## src/rtl/imem_loader.sv

```systemverilog
// Boot-time instruction-memory loader: parses a framed byte stream (magic, count, words, XOR checksum),
// writes each 16-bit word to successive halfword addresses and holds the CPU in reset until the load verifies.
module imem_loader #(
  parameter logic [15:0] BASE_ADDR   = 16'h0000,
  parameter int unsigned DEPTH_WORDS = 256,
  parameter logic [15:0] MAGIC       = 16'hA55A
) (
  input  logic        clk,
  input  logic        rst,
  input  logic        in_valid,
  input  logic [7:0]  in_data,
  output logic        in_ready,
  input  logic        clear,
  output logic        im_we,
  output logic [15:0] im_addr,
  output logic [15:0] im_wdata,
  output logic        cpu_rst,
  output logic        done,
  output logic        error,
  output logic [15:0] words_loaded
);

  typedef enum logic [3:0] {
    S_MAG_HI,
    S_MAG_LO,
    S_CNT_HI,
    S_CNT_LO,
    S_DAT_HI,
    S_DAT_LO,
    S_CHK,
    S_DONE,
    S_ERR
  } state_t;

  state_t      r_state;
  logic [7:0]  r_hi;
  logic [7:0]  r_csum;
  logic [15:0] r_cnt;
  logic [15:0] r_words;
  logic [15:0] r_addr;
  logic [15:0] r_wdata;
  logic        r_we;
  logic        r_cpu_rst;
  logic        r_done;
  logic        r_error;

  logic        w_xfer;
  logic [15:0] w_word;

  assign in_ready     = (r_state != S_DONE) && (r_state != S_ERR);
  assign w_xfer       = in_valid & in_ready;
  assign w_word       = {r_hi, in_data};

  assign im_we        = r_we;
  assign im_addr      = r_addr;
  assign im_wdata     = r_wdata;
  assign cpu_rst      = r_cpu_rst;
  assign done         = r_done;
  assign error        = r_error;
  assign words_loaded = r_words;

  always_ff @(posedge clk) begin
    if (rst) begin
      r_state   <= S_MAG_HI;
      r_hi      <= '0;
      r_csum    <= '0;
      r_cnt     <= '0;
      r_words   <= '0;
      r_addr    <= '0;
      r_wdata   <= '0;
      r_we      <= 1'b0;
      r_cpu_rst <= 1'b1;
      r_done    <= 1'b0;
      r_error   <= 1'b0;
    end else begin
      r_we <= 1'b0;
      case (r_state)
        S_MAG_HI: if (w_xfer) begin
          r_hi    <= in_data;
          r_state <= S_MAG_LO;
        end
        S_MAG_LO: if (w_xfer) begin
          if (w_word == MAGIC) begin
            r_state <= S_CNT_HI;
          end else begin
            r_state <= S_ERR;
            r_error <= 1'b1;
          end
        end
        S_CNT_HI: if (w_xfer) begin
          r_hi    <= in_data;
          r_state <= S_CNT_LO;
        end
        S_CNT_LO: if (w_xfer) begin
          r_cnt <= w_word;
          if (w_word > 16'(DEPTH_WORDS)) begin
            r_state <= S_ERR;
            r_error <= 1'b1;
          end else if (w_word == 16'd0) begin
            r_state <= S_CHK;
          end else begin
            r_state <= S_DAT_HI;
          end
        end
        S_DAT_HI: if (w_xfer) begin
          r_hi    <= in_data;
          r_csum  <= r_csum ^ in_data;
          r_state <= S_DAT_LO;
        end
        S_DAT_LO: if (w_xfer) begin
          // r_words doubles as the word index k for address generation
          r_we    <= 1'b1;
          r_addr  <= BASE_ADDR + {r_words[14:0], 1'b0};
          r_wdata <= w_word;
          r_words <= r_words + 16'd1;
          r_csum  <= r_csum ^ in_data;
          r_state <= (r_words + 16'd1 == r_cnt) ? S_CHK : S_DAT_HI;
        end
        S_CHK: if (w_xfer) begin
          if (in_data == r_csum) begin
            r_state   <= S_DONE;
            r_done    <= 1'b1;
            r_cpu_rst <= 1'b0;
          end else begin
            r_state <= S_ERR;
            r_error <= 1'b1;
          end
        end
        S_DONE, S_ERR: if (clear) begin
          r_state   <= S_MAG_HI;
          r_cpu_rst <= 1'b1;
          r_done    <= 1'b0;
          r_error   <= 1'b0;
          r_words   <= '0;
          r_csum    <= '0;
        end
        default: begin
          r_state <= S_ERR;
          r_error <= 1'b1;
        end
      endcase
    end
  end

endmodule

```

## config.mk

```make
export PLATFORM = sky130hd
export DESIGN_NAME = imem_loader
export DESIGN_NICKNAME = d
export VERILOG_FILES = /design/src/rtl/imem_loader.sv
export SDC_FILE = /design/constraint.sdc
export NUM_CORES = 1
export LEC_CHECK = 0
export CAP_MARGIN = 30
export CORE_MARGIN = 1.5
export CORE_UTILIZATION = 47
export DETAILED_ROUTE_END_ITERATION = 6
export PLACE_DENSITY_LB_ADDON = 0.3
export SYNTH_ARGS = -nofsm -noshare
export SYNTH_HDL_FRONTEND = slang
export SYNTH_SLANG_ARGS = --single-unit
```

## constraint.sdc

```tcl
create_clock -name clk -period 5.2 [get_ports clk]
set_input_delay 1.04 -clock clk [delete_from_list [all_inputs] [get_ports clk]]
set_output_delay 1.04 -clock clk [all_outputs]
set_load 0.03 [all_outputs]
```

* Word level (Yosys, flattened, before mapping)
Index checks and enable logic that the tools add are counted.
** Word-level totals
- Output and inout bits :: 53
- Register bits after elaboration :: 87
- Input port bits :: 12
- Word-level logic and storage cells :: 98
** Operators by class
- Eq/ne operators :: 26
- $add $sub $neg :: 1
- Muxes and demuxes :: 36
- Reduce and logical (&&, ||, !) cells :: 19
- Bitwise operators :: 4
- Order comparisons :: 1
** Operators by type and width (number)
- 4-bit 2-to-1 mux :: 11
- 16-bit 2-to-1 mux :: 2
- 16-bit case mux with 2 select lines :: 1
- 4-bit case mux with 8 select lines :: 1
- 2-bit != test (second input constant) :: 12
- 16-bit by 1-bit adder with 16-bit output (second input constant) :: 1
- 16-bit == test :: 1
- 16-bit == test (second input constant) :: 1
- 4-bit by 3-bit == test with 1-bit output (second input constant) :: 4
- 16-bit by 9-bit greater-than comparator with 1-bit output (second input constant) :: 1
- 16-bit zero test :: 1
- 8-bit 2-to-1 mux :: 2
- 8-bit case mux with 2 select lines :: 1
- 8-bit AND reduction :: 2
- 1-bit 2-to-1 mux :: 13
- 4-bit by 2-bit == test with 1-bit output (second input constant) :: 2
- 8-bit == test :: 1
- 8-bit XOR :: 1
- 2-bit AND reduction :: 3
- 3-bit AND reduction :: 2
- 2-bit nonzero test :: 3
- 2-bit OR reduction :: 3
- 1-bit case mux with 5 select lines :: 1
- 4-bit by 1-bit == test with 1-bit output (second input constant) :: 1
- 13 further kinds :: 16

* Longest topological paths before layout
- Depth in word-level cells :: 5
- Depth in mapped cells :: 8
- Gate-level depth less buffers :: 7

* Worst setup path after synthesis
Ideal clock, no wire load.
- Kind :: input to register
- Start point :: input port in_data[0]
- End point :: register r_state[3]
- Setup slack :: 2.499 ns
- Stages :: 5
- Library setup time :: 0.119 ns
- Buffers on the path :: 0
- Data arrival time :: 2.582 ns
- Data required time :: 5.081 ns
- Cells stage by stage :: or4_1 > or4_4 > a32oi_1 > a21oi_1 > o221a_1
** Between the ends
- Cells in the longest elaborated chain, start to end :: 4
- Elaborated cells on any way between the ends :: 10
** RTL lines
- start, declared :: RTL line 11 : input logic [7:0] in_data,
- 16-bit by 9-bit greater-than comparator with 1-bit output, or another cell as far along :: RTL line 96 : if (w_word > 16'(DEPTH_WORDS)) begin
- 4-bit 2-to-1 mux, on equally long branches :: RTL line 96, 120, 83
- 4-bit 2-to-1 mux, on equally long branches :: RTL line 94, 119, 82
- 4-bit case mux with 8 select lines (*) :: RTL line 77 : case (r_state)
- end signal, assigned :: RTL line 117 : r_state <= (r_words + 16'd1 == r_cnt) ? S_CHK : S_DAT_HI;
- end, declared :: RTL line 35 : state_t r_state;
Every way passes the cells marked *; elsewhere a longest branch is shown, timed or not. The select of a mux whose other input is x is not followed.
A chain may end at the register's enable or synchronous reset.

* Final worst setup path
- Start point :: register r_state[3]
- End point :: output port in_ready
** Between the ends
- Cells in the longest elaborated chain, start to end :: 2
- Elaborated cells on any way between the ends :: 3
** RTL lines
- 4-bit by 3-bit != test with 1-bit output or 4-bit != test (tied branches) :: RTL line 50 : assign in_ready = (r_state != S_DONE) && (r_state != S_ERR);
- 1-bit logical AND (*) :: RTL line 50
- end, declared :: RTL line 12 : output logic in_ready,
Every way passes the cells marked *; elsewhere a longest branch is shown, timed or not.

==> metrics.csv <==
metric;value;unit
clkTransAtPathRegs;0.09;ns
static-leakage-power;1.85;nW
synth_cells;527;
rsz0062_at_grt;no;
synth_top_area_frac;0.415;
hold_viol_final;0;
cts_tree;done;
finalNetCount;577;
track_usage;0.222;
cellPowerDensity;247;nW/um^2
wl_met2;4930;um
startpoint_type;flip-flop;
numCtsBuffers;9;
nFillCells;812;
die_w;97.5;um
antenna_found_initial;0;
ctsHoldBuffers;0;
synth_area;4200;um^2
cts_max_path_buffers;2;
layout-area-overhead-vs-synth;19.8;%
r2r_start;r_state[3]$_SDFFE_PP0P_;
drt_iter0_drc;207;
yosys_warnings;0;
muxShareOfSynthArea;0.0626;
synth_top_family_by_area;simple AND/OR/NAND/NOR gates;
synth.yosys.seq_area_share;0.415;
fin_area;5030;um^2
path_cells;or4b_2 -> and2_1 -> clkdlybuf4s50_1;
period_needed;3.41;ns
r2r_end;words_loaded[9]$_SDFFE_PP0P_;
wl_per_cell;15.7;um
synthDistinctLibCells;56;
drc_errors;0;
synth_ff_type;dfxtp_1;
clk_latency;0.35;ns
drt-pass1-iter-count;5;
multiInputGateArea;2270;um^2
slew_violations;0;
synth.area.top_cells;dfxtp_1 (42%), nand2_1 (7.4%), a21oi_1 (7.4%), mux2i_1 (5.7%), nor2_1 (5.3%);
vias;3880;
synth_xor_area_frac;0.0647;
setup.worst_path.end_class;output port;
crit_arrival;2.37;ns
setup_viol;0;
synth_compound_area_frac;0.157;
initial_core_util;0.484;
ant_nets;0;
cts_resized;0;
io_pins;65;
cp.buffers_inverters;1;
io_buffers;63;
reg2reg_depth;6;
worstPathMaxFanout;15;
die-area;9500;um^2
cts.sink_count;87;
crit_slowest_cell;or4b_2;
grt_pass1_wl;17400;um
gr-total-overflow;0;
fin_setup_tns;0;ns
yosysMostFrequentCell;dfxtp_1;
fmax;0.293;GHz
via_per_inst;5.73;
rows;34;
fin_crit_sh;0.656;
placedCellCount;660;
total_power;1.24;mW
cp.required;4.16;ns
diodes;0;
cap_viol_max_count;0;
gp_congestion;0.902;
first_global_vias;3548;
worst_pin_slew;1.00;ns
worstHoldEndpoint;im_wdata[1]$_SDFFE_PP0P_;
synth_edf_count;0;
avgSynthCellArea;7.96;um^2
syn-num-nets;540;
ys_ff_latch;87;
worst-r2r-setup-slack;2.60;ns
outcome;complete, no violations;
crit_type;reg -> out;
postCtsSetupBuffers;0;
fp.dieH;97.5;um
skew;0.00651;ns
cts-htree-levels;3;
synth_adder_area_share;0.00298;
hold_depth;2;
grt_max_degree;58;
finalNonFillerCells;677;
root_buffer;clkbuf_8;
worstHoldStart;im_wdata[1]$_SDFFE_PP0P_;
ir_worst_vdd;0.147;mV
yosys.area.top_type;dfxtp_1;
async_reset_ff_frac;0;
layout.area.seq;1740;um^2
ys_top_cells_by_count;dfxtp_1 (87), nand2_1 (83), a21oi_1 (62);
max_stage_delay;0.64;ns
wl_met1;5000;um
post_dp_cell_area;4820;um^2
hold_path_class;reg -> reg;
crit_family;simple AND/OR/NAND/NOR gates;
wl_met3;524;um
synthSimpleGateAreaFrac;0.253;
dp_hpwl;7270;um
drive_gt1_frac;0.0492;
highest_layer;met4;
max_slew_margin;0.332;
core_area;8680;um^2
wirelength;10600;um
metal layers:
metal / vias up / track usage
met1: 1851 / 0.304
met4: 0 / 0.0681
met3: 16 / 0.0309
met5: - / 0
met2: 122 / 0.362
li1: 1891 / -
layout make-up:
cell class | count | share of cell area
Tap cell | 108 | 0.0269
Clock inverter | 5 | 0.0117
Multi-Input combinational cell | 394 | 0.452
Timing Repair Buffer | 67 | 0.133
Clock buffer | 11 | 0.0261
Sequential cell | 87 | 0.346
Inverter | 5 | 0.00373
flip-flops by register name (all words and copies together) (netlist names):
name / flops
words_loaded: 16
r_hi: 8
r_csum: 8
done: 1
im_addr: 15
im_we: 1
cpu_rst: 1
r_cnt: 16
im_wdata: 16
r_state: 4
error: 1
report_power, final:
part	leakage (nW)	internal [mW]	switching, mW
clock network	0.0895	0.223	0.241
registers	0.702	0.674	0.0140
logic	1.06	0.0364	0.0561
total	1.85	0.933	0.311
per-stage QoR:
stage	worst slack (ns)	util	hold slack, ns
after global routing	1.69	0.579	0.479
after global placement	1.86	0.555	0.445
after floorplan	2.50	-	0.451
after detailed placement	1.79	0.555	0.446
final	1.79	0.579	0.457
after CTS	1.79	0.577	0.459
cell families after synthesis:
| kind of cell | count (synthesis) |
|---|---|
| and+or+nand+nor | 222 |
| AOI/OAI and AO/OA | 113 |
| DFF | 87 |
| buffers and inverters | 46 |
| xor gates and xnor gates | 31 |
| muxes | 26 |
| adders and majority gates | 1 |
| other | 1 |
worst max-delay path by stage:
stage / endpoint / from / depth (start not counted) / slack, ns
floorplan: r_state[3]$_SDFFE_PP0P_ / in_data[0] / 5 / 2.50
global placement: words_loaded[9]$_SDFFE_PP0P_ / in_valid / 7 / 1.86
detailed placement: words_loaded[13]$_SDFFE_PP0P_ / in_valid / 6 / 1.79
CTS: in_ready / r_state[3]$_SDFFE_PP0P_ / 3 / 1.79
global route: in_ready / r_state[3]$_SDFFE_PP0P_ / 3 / 1.69
finish: in_ready / r_state[3]$_SDFFE_PP0P_ / 3 / 1.79
tightest hold or removal path, delay by kind of cell (launching register included):
family             cells  cell delay, ns
AOI/OAI and AO/OA      1            0.05
DFF                    1            0.32
and+or+nand+nor        1            0.05
layout by cell type (no fill, tap or decap), types with 3 or more instances in the layout:
master | Yosys | layout
xnor2_1 | 14 | 14
or4_1 | 6 | 6
xor2_1 | 17 | 17
nand3_1 | 11 | 10
or3_1 | 7 | 7
nor4_1 | 6 | 6
o21ai_0 | 21 | 21
buf_4 | 1 | 3
nand3b_1 | 13 | 13
clkdlybuf4s50_1 | 0 | 62
a21oi_1 | 62 | 62
a21o_1 | 3 | 3
dfxtp_1 | 87 | 87
nor2b_1 | 5 | 5
and2_1 | 6 | 6
clkbuf_8 | 0 | 9
nor2_1 | 59 | 59
inv_1 | 5 | 5
nand2b_1 | 4 | 4
nor3_1 | 4 | 4
nand2_1 | 83 | 83
mux2i_1 | 24 | 24
a31oi_1 | 3 | 3
nand4_1 | 7 | 7
and3_1 | 3 | 3
Note: power is estimated with default switching activity, not from simulation.
